File: src/rtl/mux_scan_serializer.sv
// Sequenced source/sink for a combinational n:1 mux: latches a parallel word,
// walks the select across every input and returns the mux output LSB-first.
module mux_scan_serializer #(
    parameter  int inputs = 4,
    localparam int SEL_W  = $clog2(inputs)
) (
    input  logic              clk_in,
    input  logic              rst_n_in,
    input  logic              load_in,
    input  logic [inputs-1:0] data_in,
    output logic              ready_out,
    input  logic              hold_in,
    output logic [inputs-1:0] w_out,
    output logic [SEL_W-1:0]  s_out,
    input  logic              f_in,
    output logic              serial_out,
    output logic              serial_valid_out,
    output logic              last_out
);

    localparam logic [SEL_W-1:0] SEL_LAST = SEL_W'(inputs - 1);
    localparam logic [SEL_W-1:0] SEL_ONE  = SEL_W'(1);

    // One-hot-style encoding leaves spare codes so a corrupted state is recoverable.
    typedef enum logic [1:0] {
        IDLE = 2'b01,
        SCAN = 2'b10
    } state_t;

    state_t             state, state_d;
    logic [inputs-1:0]  w_d;
    logic [SEL_W-1:0]   s_d;
    logic               serial_d;
    logic               valid_d;
    logic               last_d;

    assign ready_out = (state == IDLE);

    always_ff @(posedge clk_in or negedge rst_n_in) begin
        if (!rst_n_in) begin
            state            <= IDLE;
            w_out            <= '0;
            s_out            <= '0;
            serial_out       <= 1'b0;
            serial_valid_out <= 1'b0;
            last_out         <= 1'b0;
        end else begin
            state            <= state_d;
            w_out            <= w_d;
            s_out            <= s_d;
            serial_out       <= serial_d;
            serial_valid_out <= valid_d;
            last_out         <= last_d;
        end
    end

    always_comb begin
        state_d  = state;
        w_d      = w_out;
        s_d      = s_out;
        serial_d = serial_out;
        valid_d  = 1'b0;
        last_d   = 1'b0;
        case (state)
            IDLE: begin
                s_d = '0;
                if (load_in) begin
                    w_d     = data_in;
                    state_d = SCAN;
                end
            end
            SCAN: begin
                if (!hold_in) begin
                    serial_d = f_in;
                    valid_d  = 1'b1;
                    // Explicit wrap keeps unused select codes off the mux for non-power-of-two widths.
                    if (s_out == SEL_LAST) begin
                        last_d  = 1'b1;
                        s_d     = '0;
                        state_d = IDLE;
                    end else begin
                        s_d = s_out + SEL_ONE;
                    end
                end
            end
            default: begin
                state_d = IDLE;
                s_d     = '0;
            end
        endcase
    end

endmodule

File: config.mk
export PLATFORM = sky130hd
export DESIGN_NAME = mux_scan_serializer
export DESIGN_NICKNAME = d
export VERILOG_FILES = /design/src/rtl/mux_scan_serializer.sv
export SDC_FILE = /design/constraint.sdc
export NUM_CORES = 1
export LEC_CHECK = 0
export CORE_AREA = 5 5 42 44
export DETAILED_ROUTE_END_ITERATION = 8
export DIE_AREA = 0 0 47 49
export GPL_ROUTABILITY_DRIVEN = 0
export HOLD_SLACK_MARGIN = 0.02
export PLACE_DENSITY = 0.67
export SETUP_SLACK_MARGIN = 0.4
export SLEW_MARGIN = 20
export SYNTH_ARGS = -nofsm -noshare
export SYNTH_HDL_FRONTEND = slang
export SYNTH_SLANG_ARGS = --single-unit
export TNS_END_PERCENT = 20
File: constraint.sdc
create_clock -name clk_in -period 1.2 [get_ports clk_in]
set_input_delay 0.24 -clock clk_in [delete_from_list [all_inputs] [get_ports clk_in]]
set_output_delay 0.24 -clock clk_in [all_outputs]
set_load 0.02 [all_outputs]
# After elaboration in Yosys (flattened, before gate mapping)

Cells that the tools add are included.

Register bits: 11
Input port bits: 9
Output and inout bits: 10
Word-level logic and storage cells: 29

$add $sub $neg: 1
Eq/ne operators: 6
Mux-type cells: 12
Bitwise operators: 1
Reduce and logical (&&, ||, !) cells: 3

Operator list:

| cell                                                            | number |
|---|---|
| 2-bit 2-to-1 mux                                                | 6 |
| 2-bit inequality test, second input constant                    | 3 |
| 1-bit 2-to-1 mux                                                | 5 |
| 2-bit == test, second input constant                            | 2 |
| 2-bit one-hot mux with 2 select lines                           | 1 |
| 2-bit AND reduction                                             | 2 |
| 3-bit AND reduction                                             | 1 |
| 2-bit by 1-bit adder with 2-bit output, second input constant   | 1 |
| 2-bit by 1-bit == test with 1-bit output, second input constant | 1 |
| 1-bit NOT                                                       | 1 |

# Longest topological paths before layout

Word-level depth: 4
Mapped depth: 3
Gate-level depth less buffers: 3

# Least setup slack after synthesis

OpenSTA, ideal clock, no wires.

Kind: reg2reg
From: register s_out[0]
To: register s_out[0]
Arrival time: 1130 ps
Data required time: 1123 ps
Slack: -8 ps
Cell stages (with the launch flop): 4
Period minus slack after synthesis: 1208 ps
Path through: dfrtp_1 -> ha_1 -> or3_1 -> a21oi_1

Cells in the longest elaborated chain, start to end: 4
Elaborated cells between the ends (all ways): 5
Those cells by class: add/sub: 1; eq/ne: 1; mux: 3

Ends and longest elaborated chain:

| element                                                                        | line   | RTL |
|---|---|---|
| start: declaration                                                             | 14     | `output logic [SEL_W-1:0] s_out,` |
| start signal: assignment                                                       | 43     | `s_out <= '0;` |
| start signal: assignment                                                       | 50     | `s_out <= s_d;` |
| 2-bit by 1-bit adder with 2-bit output / 2-bit == test (equally long branches) | 82, 77 |  |
| 2-bit 2-to-1 mux *                                                             | 77     | `if (s_out == SEL_LAST) begin` |
| 2-bit 2-to-1 mux *                                                             | 73     | `if (!hold_in) begin` |
| 2-bit 2-to-1 mux *                                                             | 64     | `case (state)` |

Mark *: on every way between the ends. The rest lies on a longest branch, timed or not. The select of a mux whose other input is x is not followed.
A chain may end at the register's enable or synchronous reset.

# Final worst setup path

From: register state[0]
To: output ready_out

Cells in the longest elaborated chain, start to end: 1

Ends and longest elaborated chain:

| element                                  | line | RTL |
|---|---|---|
| start: declaration                       | 30   | `state_t state, state_d;` |
| start signal: assignment                 | 48   | `state <= state_d;` |
| 2-bit by 1-bit == test with 1-bit output | 37   | `assign ready_out = (state == IDLE);` |
| end: declaration                         | 11   | `output logic ready_out,` |

No other way between the ends.

==> flow_summary.toml <==
[sta]
rsz0062_at_grt = "yes"
setup_viol = 6
postLayoutSetupSlackWorst_ps = -82.34
timing.fmax_ghz = 0.7798
fin_crit_ps = 1282
post-route-period-util_pct = 106.9
final_hold_viol_count = 0
slew_violations = 0
relSlewSlack_pct = 86.80
skew_ps = 0.4477
worstMarginPinSlew_ps = 197.8
final.setup.tns_ps = -214.8

[pwr]
power.total_mw = 1.761
leakagePower_nw = 0.3887
power_density_nw_per_um2 = 2226
ir_worst_vdd_mv = 1.145

[synth]
avgSynthCellArea_um2 = 15.31
yosysWarnings = 0
postSynthCellCount = 30
synth_top_area_cell = "dfrtp_1"
ys_seq_area_share_pct = 60.22
yosysTopAreaCellShare_pct = 54.50
synth.cell_area_um2 = 459.2
synth_cell_type_count = 17
synth-seq-cells = 11
yosys-top-cells-area = "dfrtp_1 54%, mux2_4 13%, dfstp_2 5.7%, nand3b_4 4.4%, ha_1 2.7%"
synth_nets = 40

[placed_design]
place_area_um2 = 726.9
dp_hpwl_um = 750.1
io_buffers = 18

[critical_path]
worstRegToRegCells = 3
rr_startpoint = "state[0]"
r2r_slack_ps = -30
cp-start-kind = "flip-flop"
timing.rr.end = "w_out[1]"
end_kind = "output port"
cp-endpoint = "ready_out"
critPathLaunch = "state[0]"
cp_max_fo = 2
crit_required_ps = 960
crit_arrival_ps = 1040
worstSetupPathType = "reg -> out"

[global_route]
grt_max_degree = 12
antenna_found_initial = 0
grt_pass1_wl_um = 1497
overflow = 0
grt_pass1_vias = 374
grt_usage_pct = 8.696

[floorplanning]
row_count = 14
initial_core_util_pct = 32.77
core_area_um2 = 1401
dieWidth_um = 47
die_h_um = 49
dieArea_um2 = 2303
ios = 19

[clock_tree]
clk_latency_ps = 250
cts_tree = "done"
clockBufferDepth = 2
numCtsBuffers = 3
cts_sinks = 11
htreeDepth = 1
postCtsHoldBufs = 0
root_buffer = "clkbuf_4"
clkTransAtPathRegs_ps = 70

[finish]
fin_nets = 72
area_delta_synth_final_pct = 72.21
finalInstanceArea_um2 = 790.8
layout-drive-gt1-share_pct = 57.38
antenna_cells = 0

[routing]
wl_per_cell_um = 13.14
vias = 339
via_per_inst = 4.403
drc = 0
firstDrtPassIters = 4
wl_um = 1012
drt_iter0_markers = 3
postRouteAntennaNets = 0

[hold_path]
worst_hold_path_type = "in -> async"

[status]
outcome = "finished, violations left"
violations = "setup timing"

[run]
maxCapViolations = 0
-- layout by cell type, fill, tap and decap left out, drive strengths merged --
cell type / Yosys / layout
clkbuf: 0 / 4
a21oi: 1 / 1
and2: 1 / 1
mux2: 5 / 5
ha: 1 / 1
nor2b: 2 / 2
o21a: 1 / 1
or3: 1 / 1
dfstp: 1 / 1
dlygate4sd2: 0 / 1
nor3b: 1 / 1
nand3b: 1 / 1
o21ai: 1 / 1
nand2: 1 / 1
clkdlybuf4s50: 0 / 7
dfrtp: 10 / 10
nor2: 1 / 1
buf: 0 / 19
mux2i: 1 / 1
nand2b: 1 / 1
-- kinds of logic after synthesis --
| group | share of synthesized area, % |
|---|---|
| DFF | 60.22 |
| and+or+nand+nor | 15.53 |
| muxes | 17.71 |
| AOI/OAI and AO/OA | 3.813 |
| adders and majority gates | 2.724 |
-- Yosys cell counts --
cell type	number
mux2i_1	1
nor2b_1	2
mux2_1	1
ha_1	1
and2_1	1
nand2_1	1
nand3b_4	1
nor3b_2	1
a21oi_1	1
nand2b_1	1
o21ai_1	1
dfrtp_1	10
mux2_4	4
nor2_1	1
o21a_1	1
dfstp_2	1
or3_1	1
-- worst max-delay path, stage by stage, from the launching register on --
cell,delay (ps)
dfstp_2,540
nor2b_4,140
buf_6,120
-- sequential cells by signal, summed over array words and instances (netlist names) --
register and count:
serial_out 1, s_out 2, serial_valid_out 1, w_out 4, state 2, last_out 1
-- worst min path at each step --
stage                     from  cells past startpoint  slack, ps          to
finish                rst_n_in                      2        280    last_out
global placement    serial_out                      1        470  serial_out
CTS                   rst_n_in                      2        290    w_out[2]
global route          rst_n_in                      2        290    w_out[0]
detailed placement  serial_out                      1        480  serial_out
floorplan             rst_n_in                      0        -60    last_out
-- routing by layer --
layer | GRT usage [%] | wire, µm | up-vias
li1 | - | - | 165
met1 | 10.27 | 449 | 156
met5 | 0 | 0 | -
met4 | 2.765 | 6 | 0
met3 | 2.583 | 112 | 2
met2 | 14.48 | 443 | 16
-- final cells by class --
class	instances	area [µm²]
Fill cell	132	610.6
Tap cell	16	20.02
Multi-Input combinational cell	19	206.4
Sequential cell	11	279.0
Timing Repair Buffer	27	259.0
Clock buffer	4	26.28
-- power breakdown --
group          switching [mW]  internal, mW  total (mW)
Combinational           0.361         0.556       0.917
Sequential             0.0924         0.512       0.605
Clock                   0.110         0.128       0.239
Total                   0.564          1.20        1.76
-- per-stage QoR --
step	instances	worst slack [ps]	hold WS [ps]	utilization, %
finish	77	-82.34	282.5	56.43
global route	77	-123.1	290.9	56.43
CTS	77	-86.64	286.0	55.71
detailed placement	72	-272.1	477.4	51.88
global placement	72	-253.6	471.3	51.88
floorplan	30	43.56	-55.59	-
-- timing repair --
| item | CTS | global route |
|---|---|---|
| setup endpoints to repair | 21 | 21 |
| gates resized for setup | 63 | 2 |
| setup buffers | 1 | 0 |
Power figures use the tool's default switching activity.
